==> src/rtl/i2c_req_sched_pkg.sv <==
// Shared definitions for the I2C request scheduler.
// Holds the I2C field widths, counter widths, scheduler state encoding
// (3-bit, same values the I2C master side decodes) and the latched
// transaction payload type.
package i2c_req_sched_pkg;

    localparam int unsigned I2C_ADDR_W = 7;
    localparam int unsigned I2C_DATA_W = 8;
    localparam int unsigned TMO_W      = 16;
    localparam int unsigned GAP_W      = 8;

    // Scheduler state encoding
    typedef enum logic [2:0] {
        ST_IDLE      = 3'd0,
        ST_LAUNCH    = 3'd1,
        ST_WAIT_BUSY = 3'd2,
        ST_WAIT_DONE = 3'd3,
        ST_ABORT     = 3'd4,
        ST_ACK       = 3'd5,
        ST_GAP       = 3'd6
    } sched_state_t;

    // One byte-write transaction as handed to the I2C master
    typedef struct packed {
        logic [I2C_ADDR_W-1:0] addr;
        logic                  rw;
        logic [I2C_DATA_W-1:0] data;
    } i2c_txn_t;

endpackage

==> src/rtl/i2c_req_sched_rr_pick.sv <==
// Combinational round-robin picker (rr_pick).
// Searches the request vector starting one above the last granted index,
// wrapping around, and returns the first set position.
//   req    : request vector, one bit per requester
//   last   : index of the previously granted requester
//   winner : index of the selected requester (0 when none found)
//   found  : 1 when at least one request bit is set
module i2c_req_sched_rr_pick
    import i2c_req_sched_pkg::*;
#(
    parameter int unsigned NREQ = 4
) (
    input  logic [NREQ-1:0]         req,
    input  logic [$clog2(NREQ)-1:0] last,
    output logic [$clog2(NREQ)-1:0] winner,
    output logic                    found
);

    localparam int unsigned IDW = $clog2(NREQ);

    // Offset k=1 is the highest-priority position, k=NREQ is last itself
    always_comb begin
        int unsigned idx;
        winner = '0;
        found  = 1'b0;
        idx    = 0;
        for (int unsigned k = 1; k <= NREQ; k++) begin
            idx = (32'(last) + k) % NREQ;
            if (!found && req[IDW'(idx)]) begin
                found  = 1'b1;
                winner = IDW'(idx);
            end
        end
    end

endmodule

==> src/rtl/i2c_req_sched.sv <==
// Round-robin scheduler sharing one I2C byte-write master between NREQ
// requesters. Latches the winning request, strobes the master, tracks its
// busy flag with a timeout, returns a one-cycle ack (plus error flag) to the
// granted requester and enforces an idle gap before the next grant.
// Ports:
//   clk, reset_n        : clock, synchronous active-low reset
//   req_valid/addr/rw/data : per-requester request level and fields
//   req_ack, req_err    : one-cycle completion pulse and its error flag
//   grant_id            : current / last granted requester
//   active              : high from grant through end of gap
//   drv_go, drv_abort   : one-cycle launch / abort strobes to the master
//   drv_addr/rw/data    : latched transaction fields for the master
//   drv_busy            : master busy flag
module i2c_req_sched
    import i2c_req_sched_pkg::*;
#(
    parameter int unsigned NREQ    = 4,
    parameter int unsigned TIMEOUT = 255,
    parameter int unsigned GAP     = 4
) (
    input  logic                       clk,
    input  logic                       reset_n,
    input  logic [NREQ-1:0]            req_valid,
    input  logic [NREQ*I2C_ADDR_W-1:0] req_addr,
    input  logic [NREQ-1:0]            req_rw,
    input  logic [NREQ*I2C_DATA_W-1:0] req_data,
    output logic [NREQ-1:0]            req_ack,
    output logic                       req_err,
    output logic [$clog2(NREQ)-1:0]    grant_id,
    output logic                       active,
    output logic                       drv_go,
    output logic [I2C_ADDR_W-1:0]      drv_addr,
    output logic                       drv_rw,
    output logic [I2C_DATA_W-1:0]      drv_data,
    output logic                       drv_abort,
    input  logic                       drv_busy
);

    localparam int unsigned IDW = $clog2(NREQ);
    // Last counter value still allowed to wait; GAP=0 never reaches ST_GAP
    localparam logic [TMO_W-1:0] TMO_LAST = TMO_W'(TIMEOUT - 1);
    localparam logic [GAP_W-1:0] GAP_LAST = GAP_W'(GAP - 1);

    sched_state_t      state;
    logic [IDW-1:0]    last_grant;
    logic [TMO_W-1:0]  tmo_cnt;
    logic [GAP_W-1:0]  gap_cnt;
    logic [TMO_W-1:0]  tmo_inc_c;
    logic [IDW-1:0]    pick_id_c;
    logic              pick_found_c;
    logic              tmo_hit_c;
    i2c_txn_t          req_txn_c [NREQ];

    // Unpack the flat request buses into per-requester payloads
    always_comb begin
        for (int unsigned i = 0; i < NREQ; i++) begin
            req_txn_c[i].addr = req_addr[i*I2C_ADDR_W +: I2C_ADDR_W];
            req_txn_c[i].rw   = req_rw[i];
            req_txn_c[i].data = req_data[i*I2C_DATA_W +: I2C_DATA_W];
        end
    end

    i2c_req_sched_rr_pick #(
        .NREQ (NREQ)
    ) u_rr_pick (
        .req    (req_valid),
        .last   (last_grant),
        .winner (pick_id_c),
        .found  (pick_found_c)
    );

    // Saturating timeout counter; the >= compare keeps the abort reachable
    // even if the counter ran past TMO_LAST while waiting for busy to drop
    assign tmo_inc_c = (tmo_cnt == {TMO_W{1'b1}}) ? tmo_cnt : tmo_cnt + TMO_W'(1);
    assign tmo_hit_c = (tmo_cnt >= TMO_LAST);

    // Scheduler FSM; strobes default low and are raised on entry to the
    // state in which they are visible
    always_ff @(posedge clk) begin
        if (!reset_n) begin
            state      <= ST_IDLE;
            last_grant <= IDW'(NREQ - 1);
            tmo_cnt    <= '0;
            gap_cnt    <= '0;
            grant_id   <= '0;
            active     <= 1'b0;
            drv_go     <= 1'b0;
            drv_addr   <= '0;
            drv_rw     <= 1'b0;
            drv_data   <= '0;
            drv_abort  <= 1'b0;
            req_ack    <= '0;
            req_err    <= 1'b0;
        end else begin
            drv_go    <= 1'b0;
            drv_abort <= 1'b0;
            req_ack   <= '0;
            req_err   <= 1'b0;

            case (state)
                ST_IDLE: begin
                    if (pick_found_c && !drv_busy) begin
                        drv_addr <= req_txn_c[pick_id_c].addr;
                        drv_rw   <= req_txn_c[pick_id_c].rw;
                        drv_data <= req_txn_c[pick_id_c].data;
                        grant_id <= pick_id_c;
                        active   <= 1'b1;
                        tmo_cnt  <= '0;
                        drv_go   <= 1'b1;
                        state    <= ST_LAUNCH;
                    end
                end

                ST_LAUNCH: begin
                    state <= ST_WAIT_BUSY;
                end

                // Waiting for the master to pick up the launch
                ST_WAIT_BUSY: begin
                    tmo_cnt <= tmo_inc_c;
                    if (drv_busy) begin
                        state <= ST_WAIT_DONE;
                    end else if (tmo_hit_c) begin
                        drv_abort <= 1'b1;
                        state     <= ST_ABORT;
                    end
                end

                // Waiting for the stop condition; busy low wins over timeout
                ST_WAIT_DONE: begin
                    tmo_cnt <= tmo_inc_c;
                    if (!drv_busy) begin
                        req_ack[grant_id] <= 1'b1;
                        req_err           <= 1'b0;
                        state             <= ST_ACK;
                    end else if (tmo_hit_c) begin
                        drv_abort <= 1'b1;
                        state     <= ST_ABORT;
                    end
                end

                ST_ABORT: begin
                    req_ack[grant_id] <= 1'b1;
                    req_err           <= 1'b1;
                    state             <= ST_ACK;
                end

                ST_ACK: begin
                    last_grant <= grant_id;
                    gap_cnt    <= '0;
                    if (GAP == 0) begin
                        active <= 1'b0;
                        state  <= ST_IDLE;
                    end else begin
                        state <= ST_GAP;
                    end
                end

                // Bus-free gap; requests are not looked at here
                ST_GAP: begin
                    if (gap_cnt >= GAP_LAST) begin
                        active <= 1'b0;
                        state  <= ST_IDLE;
                    end else begin
                        gap_cnt <= gap_cnt + GAP_W'(1);
                    end
                end

                default: begin
                    state <= ST_IDLE;
                end
            endcase
        end
    end

endmodule

==> config.mk <==
export PLATFORM = sky130hd
export DESIGN_NAME = i2c_req_sched
export DESIGN_NICKNAME = d
export VERILOG_FILES = /design/src/rtl/i2c_req_sched_pkg.sv /design/src/rtl/i2c_req_sched_rr_pick.sv /design/src/rtl/i2c_req_sched.sv
export SDC_FILE = /design/constraint.sdc
export NUM_CORES = 1
export LEC_CHECK = 0
export BUFFER_PORTS_ARGS = -buffer_cell sky130_fd_sc_hd__buf_2
export CAP_MARGIN = 10
export CORE_ASPECT_RATIO = 1.2
export CORE_MARGIN = 8
export CORE_UTILIZATION = 30
export CTS_CLUSTER_DIAMETER = 80
export CTS_CLUSTER_SIZE = 24
export DETAILED_ROUTE_END_ITERATION = 6
export SETUP_SLACK_MARGIN = 0.1
export SYNTH_ARGS = -nofsm -noshare
export SYNTH_HDL_FRONTEND = slang
export SYNTH_SLANG_ARGS = --single-unit
==> constraint.sdc <==
create_clock -name clk -period 2.5 [get_ports clk]
set_clock_uncertainty 0.05 [all_clocks]
set_input_delay 0.5 -clock clk [delete_from_list [all_inputs] [get_ports clk]]
set_output_delay 0.5 -clock clk [all_outputs]
set_load 0.01 [all_outputs]
==> summary.md <==
• status: complete, no violations
• internal reg-to-reg setup slack: 0.37 ns
• maximum VDD drop: 282 uV
• Horiz. Die Dim: 107 um
• hold-fix buffers at CTS: 0
• vias in the first global route: 3138
• number of iterations in the first detailed-routing pass: 4
• largest net degree at the start of global routing: 33
• timing-limited maximum frequency: 470 MHz
• Syn-to-layout area delta: 26.3%
• post-synthesis instance total: 377
• crit path max fanout: 19
• Post-synth top flop: sky130_fd_sc_hd__dfxtp_1
• FF-to-FF path depth: 5
• Max-slew headroom: 19.7%
• n_diodes: 0
• kind of end point of the critical path: register
• final max-slew violation count: 0
• count of antenna-violating nets left after detailed routing: 0
• most frequently used cell type in the post-synthesis netlist: sky130_fd_sc_hd__dfxtp_1
• count of warnings emitted by yosys: 0
• destination of the worst hold path: drv_data[7]
• most area-consuming cells after synthesis: sky130_fd_sc_hd__dfxtp_1, sky130_fd_sc_hd__nand4_1, sky130_fd_sc_hd__nand3_1
• number of H-tree levels: 2
• first-pass GRT wire length: 15500 um
• Netlist cell types: 49
• initial cell density of the core: 30.5%
• global placer's final weighted congestion: 0.772
• Clk Latency, worst-skew pair: 0.30 ns
• Worst Setup Start Kind: register
• launch instance of the worst min-delay path: req_data[15]
• final instance count without filler cells: 593
• TritonCTS clock tree: done
• Max Cap Viol: 0
• share of the cycle needed by the critical path after routing: 85.1%
• register clock-pin slew on the reported worst setup and hold paths: 0.08 ns
• post-synthesis area per instance: 7.97 um2
• drt first-iter violations: 191
• leakage power summed over all cells: 1.66 nW
• Min-Delay Path Class: in2reg
• count of port buffers added during placement: 96
• EDFF count, synth: 0
• proportion of register bits with asynchronous set or reset after synthesis: 0%
• R2R Path Start: state[0]
• Clock Sinks: 55
• clock buffer count from CTS: 5
• root buf cell: sky130_fd_sc_hd__clkbuf_16
• total of flip-flops plus latches after synthesis: 55
• Finished Core Util: 38.5%
• post-DP HPWL: 7010 um
• transition at the pin with the smallest max-transition slack: 1.20 ns
• final routed wire length divided by cell count: 16.3 um
• GRT Total Usage: 13.9%
• total placed instance area: 3640 um2
• top cells by instance count after synthesis: sky130_fd_sc_hd__dfxtp_1, sky130_fd_sc_hd__nand2_1, sky130_fd_sc_hd__nand3_1, sky130_fd_sc_hd__nand4_1
• chip height: 126 um
• sequential element share of the synthesized area: 36.7%
• critical path data arrival time: 2.30 ns
• site row count: 40
• RSZ-0062 raised after global routing: no
• area inside the core boundary: 9860 um2
• setup-violating endpoint count in the final report: 0
• CTS resizes: 0
• number of antenna violations at the first check in global routing: 0
• total negative slack: 0 ns
• buffers inserted by post-CTS timing repair: 0
• Die ar.: 13500 um2
• Net Count, Synth: 451
• total grt overflow: 0
• required time of the critical path: 2.68 ns
• Non-Filler Cell Area, Final: 3790 um2
• number of buffers on the longest clock path: 2
• Placed Cells incl. Taps: 585
• Fin. Hold Viols: 0
• Layout Nets: 540
• PwrDens: 549 nW/um2
• largest area contributor in the netlist: sky130_fd_sc_hd__dfxtp_1
• post-route DRC violation count: 0
• count of filler cells inserted in the layout: 997
• critical setup path kind: reg2reg
• post-synth top area share: 36.7%
• drt via density: 5.45
• share of post-route cells with drive strength above 1: 29.8%
• Reg2Reg Capture Point: tmo_cnt[13]
• Via Count: 3229
• overall power: 2.08 mW
• area of the mapped netlist: 3000 um2
• number of top-level pins: 97
• hold path depth: 3
• WL final: 9650 um
• time the worst path needs with I/O delays and setup: 2.13 ns
logic make-up (layout without fill, tap and decap cells):
logic type      after synthesis  in the layout  synth area share (%)
buf+inv                      36            126                  5.08
mux                           2              2                 0.667
simple gates                185            185                  32.8
compound gates               96             96                  23.6
flops                        55             55                  36.7
fa+ha+maj                     3              3                  1.25
critical path: stages, from the launching register on:
cell and delay, ns:
sky130_fd_sc_hd__dfxtp_1 0.44, sky130_fd_sc_hd__nor2_1 0.23, sky130_fd_sc_hd__a21oi_1 0.12, sky130_fd_sc_hd__a311o_2 0.51, sky130_fd_sc_hd__or4_1 0.55, sky130_fd_sc_hd__a21oi_1 0.14
metal layers:
| layer | routed length [um] | GRT usage (%) | vias to the layer above |
|---|---|---|---|
| li1 | - | - | 1604 |
| met1 | 4490 | 18.0 | 1502 |
| met2 | 4500 | 21.8 | 115 |
| met3 | 571 | 3.70 | 8 |
| met4 | 90 | 4.01 | 0 |
| met5 | 0 | 0 | - |
through the flow:
step	worst slack [ns]	hold slack (ns)
global route	0.239	0.391
floorplan	0.450	0.394
detailed placement	0.0731	0.392
CTS	0.386	0.379
global placement	0.154	0.390
finish	0.374	0.390
where the power goes:
| part | total, mW | internal, mW | switching [mW] |
|---|---|---|---|
| Combinational | 0.410 | 0.169 | 0.241 |
| Sequential | 0.957 | 0.920 | 0.0369 |
| Clock | 0.716 | 0.376 | 0.340 |
layout make-up:
type / instances / area [um2] / share of cell area [%]
sequential: 55 / 1100 / 29.0
timing repair buffer: 110 / 598 / 15.8
tap: 126 / 158 / 4.16
multi-input combinational: 286 / 1760 / 46.3
clock buffer: 5 / 125 / 3.30
inverter: 8 / 30.0 / 0.792
clock inverter: 3 / 25.0 / 0.660
cell usage in the layout, fill, tap and decap left out, types with 3 or more instances in the layout:
cell type / count
sky130_fd_sc_hd__inv_1: 7
sky130_fd_sc_hd__nor2b_1: 3
sky130_fd_sc_hd__and2_1: 3
sky130_fd_sc_hd__nand3_1: 37
sky130_fd_sc_hd__a31oi_1: 6
sky130_fd_sc_hd__and3_1: 10
sky130_fd_sc_hd__a41o_1: 5
sky130_fd_sc_hd__o31ai_1: 23
sky130_fd_sc_hd__nand4_1: 37
sky130_fd_sc_hd__or3_1: 3
sky130_fd_sc_hd__nand2b_1: 5
sky130_fd_sc_hd__nor3_1: 4
sky130_fd_sc_hd__ha_1: 3
sky130_fd_sc_hd__nor2_1: 23
sky130_fd_sc_hd__o21a_1: 4
sky130_fd_sc_hd__a21oi_1: 17
sky130_fd_sc_hd__nand2_1: 41
sky130_fd_sc_hd__buf_2: 96
sky130_fd_sc_hd__buf_4: 13
sky130_fd_sc_hd__o21ai_0: 8
sky130_fd_sc_hd__clkbuf_16: 5
sky130_fd_sc_hd__a21bo_2: 14
sky130_fd_sc_hd__or4_1: 8
sky130_fd_sc_hd__dfxtp_1: 55
worst max path at each step:
| stage | start | end | slack (ns) | cells past startpoint |
|---|---|---|---|---|
| after CTS | state[0] | tmo_cnt[13] | 0.39 | 5 |
| after floorplan | req_valid[1] | drv_addr[3] | 0.45 | 7 |
| after global routing | state[0] | tmo_cnt[7] | 0.24 | 5 |
| after detailed placement | req_valid[1] | drv_data[3] | 0.07 | 6 |
| after global placement | req_valid[3] | drv_addr[6] | 0.15 | 6 |
| final | state[0] | tmo_cnt[13] | 0.37 | 5 |
registers in the layout, indices dropped and copies added (netlist names):
| name | flops |
|---|---|
| drv_data | 8 |
| drv_rw | 1 |
| drv_abort | 1 |
| req_err | 1 |
| grant_id | 2 |
| state | 3 |
| tmo_cnt | 16 |
| drv_addr | 7 |
| active | 1 |
| gap_cnt | 8 |
| drv_go | 1 |
| req_ack | 4 |
| last_grant | 2 |
Note: power is estimated with default switching activity, not from simulation.
